$ cat src/rtl/notas_pkg.sv
// Shared constants for the seven-segment display mux: code width and
// active-high segment patterns (bit 0 = a ... bit 6 = g).
package notas_pkg;

  localparam int CODE_W = 4;

  typedef logic [6:0] seg_t;

  localparam seg_t SEG_0     = 7'h3F;
  localparam seg_t SEG_1     = 7'h06;
  localparam seg_t SEG_2     = 7'h5B;
  localparam seg_t SEG_3     = 7'h4F;
  localparam seg_t SEG_4     = 7'h66;
  localparam seg_t SEG_5     = 7'h6D;
  localparam seg_t SEG_6     = 7'h7D;
  localparam seg_t SEG_7     = 7'h07;
  localparam seg_t SEG_8     = 7'h7F;
  localparam seg_t SEG_9     = 7'h6F;
  localparam seg_t SEG_A     = 7'h77;
  localparam seg_t SEG_B     = 7'h7C;
  localparam seg_t SEG_C     = 7'h39;
  localparam seg_t SEG_D     = 7'h5E;
  localparam seg_t SEG_E     = 7'h79;
  localparam seg_t SEG_F     = 7'h71;
  localparam seg_t SEG_DASH  = 7'h40;
  localparam seg_t SEG_BLANK = 7'h00;

endpackage

$ cat src/rtl/notas_display_mux_seg7_decode.sv
// Pure combinational 4-bit code to active-high segment pattern.
// Polarity and blanking are applied by the caller.
module seg7_decode
  import notas_pkg::*;
(
  input  logic [CODE_W-1:0] code,
  input  logic              hex_mode,
  output logic [6:0]        pattern
);

  // NOTE: every always_comb output gets a default first so no path can infer a latch.
  always_comb begin
    pattern = SEG_BLANK;
    case (code)
      4'h0: pattern = SEG_0;
      4'h1: pattern = SEG_1;
      4'h2: pattern = SEG_2;
      4'h3: pattern = SEG_3;
      4'h4: pattern = SEG_4;
      4'h5: pattern = SEG_5;
      4'h6: pattern = SEG_6;
      4'h7: pattern = SEG_7;
      4'h8: pattern = SEG_8;
      4'h9: pattern = SEG_9;
      4'hA: pattern = hex_mode ? SEG_A : SEG_DASH;
      4'hB: pattern = hex_mode ? SEG_B : SEG_DASH;
      4'hC: pattern = hex_mode ? SEG_C : SEG_DASH;
      4'hD: pattern = hex_mode ? SEG_D : SEG_DASH;
      4'hE: pattern = hex_mode ? SEG_E : SEG_DASH;
      4'hF: pattern = hex_mode ? SEG_F : SEG_DASH;
      default: pattern = SEG_BLANK;
    endcase
  end

endmodule

$ cat src/rtl/notas_display_mux.sv
// Time-multiplexed common-anode seven-segment driver: shadow-latched digit
// codes, per-digit slots with one dead cycle, optional leading-zero blanking.
module notas_display_mux
  import notas_pkg::*;
#(
  parameter int NUM_DIGITS  = 4,
  parameter int REFRESH_DIV = 50000,
  parameter bit ACTIVE_LOW  = 1'b1,
  parameter bit HEX_MODE    = 1'b1
) (
  input  logic                         clk,
  input  logic                         reset,
  input  logic                         ready,
  input  logic [CODE_W*NUM_DIGITS-1:0] value,
  input  logic                         lz_en,
  output logic [6:0]                   seg,
  output logic [NUM_DIGITS-1:0]        digit_en,
  output logic                         busy
);

  localparam int DIV_W = $clog2(REFRESH_DIV);
  localparam int IDX_W = (NUM_DIGITS > 1) ? $clog2(NUM_DIGITS) : 1;

  localparam logic [DIV_W-1:0]      DIV_LAST = DIV_W'(REFRESH_DIV - 1);
  localparam logic [IDX_W-1:0]      IDX_LAST = IDX_W'(NUM_DIGITS - 1);
  localparam seg_t                  SEG_OFF  = ACTIVE_LOW ? 7'h7F : 7'h00;
  localparam logic [NUM_DIGITS-1:0] EN_OFF   = ACTIVE_LOW ? {NUM_DIGITS{1'b1}} : {NUM_DIGITS{1'b0}};

  logic [CODE_W*NUM_DIGITS-1:0] shadow_code;
  logic                         shadow_lz;
  logic [DIV_W-1:0]             div_cnt;
  logic [IDX_W-1:0]             scan_idx;

  logic [CODE_W-1:0]     cur_code;
  seg_t                  dec_pat;
  seg_t                  lit_pat;
  logic [NUM_DIGITS-1:0] blank_mask;
  logic [NUM_DIGITS-1:0] sel_onehot;
  logic                  upper_zero;

  // NOTE: sequential state uses non-blocking assignments only, so every flop
  // samples the pre-edge values regardless of statement order.
  always_ff @(posedge clk) begin
    if (reset) begin
      // NOTE: the shadow register is reset on purpose; the first scan after
      // reset must show code 0 rather than whatever was left in the flops.
      shadow_code <= '0;
      shadow_lz   <= 1'b0;
      div_cnt     <= '0;
      scan_idx    <= '0;
    end else begin
      if (ready) begin
        shadow_code <= value;
        shadow_lz   <= lz_en;
      end
      if (div_cnt == DIV_LAST) begin
        div_cnt  <= '0;
        scan_idx <= (scan_idx == IDX_LAST) ? '0 : scan_idx + 1'b1;
      end else begin
        div_cnt <= div_cnt + 1'b1;
      end
    end
  end

  // Digit i is blank when it and every more-significant code are zero;
  // the scan runs from the top digit down so the zero run accumulates.
  always_comb begin
    blank_mask = '0;
    upper_zero = shadow_lz;
    for (int i = NUM_DIGITS - 1; i >= 1; i--) begin
      upper_zero    = upper_zero && (shadow_code[CODE_W*i +: CODE_W] == '0);
      blank_mask[i] = upper_zero;
    end
  end

  assign cur_code   = shadow_code[CODE_W*int'(scan_idx) +: CODE_W];
  assign sel_onehot = {{(NUM_DIGITS-1){1'b0}}, 1'b1} << scan_idx;

  seg7_decode u_decode (
    .code     (cur_code),
    .hex_mode (HEX_MODE),
    .pattern  (dec_pat)
  );

  assign lit_pat = blank_mask[scan_idx] ? SEG_BLANK : dec_pat;

  // Divider value 0 is the dead cycle between digits, which keeps two digits
  // from ever being enabled at once while the index moves.
  always_ff @(posedge clk) begin
    if (reset || (div_cnt == '0)) begin
      seg      <= SEG_OFF;
      digit_en <= EN_OFF;
      busy     <= 1'b1;
    end else begin
      seg      <= ACTIVE_LOW ? ~lit_pat : lit_pat;
      digit_en <= ACTIVE_LOW ? ~sel_onehot : sel_onehot;
      busy     <= 1'b0;
    end
  end

endmodule

$ cat config.mk
export PLATFORM = sky130hd
export DESIGN_NAME = notas_display_mux
export DESIGN_NICKNAME = d
export VERILOG_FILES = /design/src/rtl/notas_pkg.sv /design/src/rtl/notas_display_mux_seg7_decode.sv /design/src/rtl/notas_display_mux.sv
export SDC_FILE = /design/constraint.sdc
export NUM_CORES = 1
export LEC_CHECK = 0
export CAP_MARGIN = 20
export CORE_UTILIZATION = 30
export DETAILED_ROUTE_END_ITERATION = 16
export PLACE_DENSITY = 0.55
export SYNTH_ARGS = -nofsm -noshare
export SYNTH_HDL_FRONTEND = slang
export SYNTH_SLANG_ARGS = --single-unit
$ cat constraint.sdc
create_clock -name clk -period 2.18 [get_ports clk]
set_clock_uncertainty 0.1 [all_clocks]
set_input_delay 0.436 -clock clk [delete_from_list [all_inputs] [get_ports clk]]
set_output_delay 0.436 -clock clk [all_outputs]
set_load 0.02 [all_outputs]
==> results.toml <==
[clocking]
ctsHtreeMaxLevel = 2
tritoncts = "yes"
clock-root-buffer = "clkbuf_8"
numCtsBuffers = 5
clk_latency_ns = 0.30
cts_setup_buffers = 0
clockBufferDepth = 2
cts_sinks = 47
path_clk_slew_ns = 0.09

[die]
num_rows = 29
die_h_um = 84.8
core_area_um2 = 6490
die_area_um2 = 7200
io_pins = 32
die_w_um = 84.8
initial_utilization = 0.317

[layout]
final_core_util = 0.395
layout.nets = 276
areaGrowthSynthToFinish_pct = 24.8
drive_gt1_frac = 0.0960
fillers = 661
fin_cells = 327
antenna_cells = 0

[drt]
drtIter0Drc = 71
route.detailed.drc = 1
routedWlPerCell_um = 11.8
postRouteAntennaNets = 0
post_drt_via_cell_ratio = 4.65
first_pass_iters = 10
vias = 1521
routed_wirelength_um = 3850

[critical_path]
critical_path_required_ns = 2.31
crit_fanout = 11
max_stage_delay_ns = 0.68
setup.worst_path.end_class = "flip-flop"
crit_type = "reg -> reg"
critical_path.startpoint_type = "flip-flop"
crit_path_cell_trace = "mux4_2 -> or3_1 -> o2111ai_1"
crit_slowest_cell = "mux4_2"
arrival_ns = 2.06

[synthesis]
synthSimpleGateAreaFrac = 0.224
yosysMostFrequentCell = "dfxtp_1"
synthXorXnorAreaFrac = 0.0638
synth.area.mux_share = 0.137
postSynthCellCount = 216
yosysSeqAreaShare = 0.457
yosys.area_share.adder = 0.0365
synth_top_area_frac = 0.457
yosys-top-cells-area = "dfxtp_1, mux2i_1, nor2_1"
synth_top_family_by_area = "simple AND/OR/NAND/NOR gates"
async_flop_share = 0
avgSynthCellArea_um2 = 9.53
synth_compound_area_frac = 0.0462
yosys_warnings = 0
synth_commonest_cells = "dfxtp_1, nor2_1, mux2i_1"
ys_types = 36
synth_nets = 242
ys_ff_latch = 47
synth-edff-count = 0
syn_area_um2 = 2060
synth_flop_cell = "dfxtp_1"
synth_top_area_cell = "dfxtp_1"

[global_route]
grt_pass1_vias = 1347
grt_pass1_wl_um = 6640
antenna_found_initial = 0
grt_start_max_net_pins = 22
globalRouteTotalUtil = 0.118
grt-ovfl-total = 0

[outcome]
violations = "DRC"
status = "complete, but fails checks"

[sta]
slew_viol_final = 0
timing.final.crit_share = 0.888
finalSetupViolCount = 0
min_period_ns = 1.94
slew_headroom = 0.738
tns_ns = 0
rsz0062_at_grt = "false"
fmax_mhz = 517
hold_viol_final = 0
tightest_slew_ns = 0.390

[min_path]
hold_class = "reg -> reg"

[job]
maxCapViolCount = 0

[pwr]
power_w = 0.00176
p_per_area_nw_per_um2 = 685
ir_drop_v = 0.000211
total_leakage_power_nw = 0.969

[placed_design]
hpwl_um = 2770
place_congestion = 0.730
dp_cells = 320
io_buffers = 31
-- worst max-delay path: cells and delay by family, from the launching register on --
family / cells / cell delay, ns
AO/OA/AOI/OAI: 1 / 0.10
flip-flops: 1 / 0.54
multiplexers: 1 / 0.68
AND/OR/NAND/NOR: 1 / 0.44
-- cell usage in the layout (no fill, tap or decap), types with 5 or more instances in the layout --
cell,n
xor2_1,8
clkbuf_8,5
clkdlybuf4s50_1,31
nand2b_1,6
dfxtp_1,47
nand3_1,11
nor2_1,42
mux2i_1,18
nand2_1,17
ha_1,6
buf_4,6
inv_1,6
xnor2_1,7
-- registers in the layout (all words and copies together) (netlist names) --
register and count:
busy 1, digit_en 4, div_cnt 16, scan_idx 2, seg 7, shadow_code 16, shadow_lz 1
-- per-stage QoR --
step                instance area (um2)  setup slack (ns)  hold slack (ns)
floorplan                          2060             0.338            0.342
global placement                   2460             0.120            0.361
detailed placement                 2460            0.0644            0.374
CTS                                2570             0.138            0.393
global route                       2570             0.137            0.406
finish                             2570             0.245            0.388
-- what timing repair did --
action,4_1_cts,5_1_grt
endpoints found under the setup margin,0,3
hold buffers,0,0
resized for setup,0,1
-- power breakdown --
group	internal (W)	switching, W	total (W)
Clock	0.000335	0.000286	0.000621
Combinational	0.000116	0.000101	0.000217
Sequential	0.000899	0.0000231	0.000922
Total	0.00135	0.000410	0.00176
-- cell families (layout without fill, tap and decap cells) --
group,after synthesis,after routing
mux,23,23
buf+inv,16,50
fa+ha+maj,6,6
xor+xnor,15,15
simple gates,96,96
compound gates,13,13
flops,47,47
-- worst paths after layout --
| kind | from | to | slack [ns] | depth (start not counted) |
|---|---|---|---|---|
| setup / recovery | scan_idx[1] | seg[0] | 0.24 | 3 |
| setup reg to reg | scan_idx[1] | seg[0] | 0.24 | 3 |
| hold / removal | div_cnt[0] | div_cnt[0] | 0.39 | 1 |
| hold reg to reg | div_cnt[0] | div_cnt[0] | 0.39 | 1 |
-- metal layers --
metal  vias to the layer above  part of all wire  track usage
li1                        799                 -            -
met1                       689              0.52        0.169
met2                        27              0.43        0.166
met3                         6             0.033       0.0350
met4                         0             0.017       0.0462
met5                         -                 0            0
-- area by class of cell --
type                       instances  area, um2  area share
sequential                        47        941       0.366
tap                               77       96.3      0.0375
clock inverter                     2       37.5      0.0146
clock buffer                       5       68.8      0.0268
multi-input combinational        153       1050       0.408
inverter                           6       22.5     0.00877
timing repair buffer              37        355       0.138
Power figures use the tool's default switching activity.
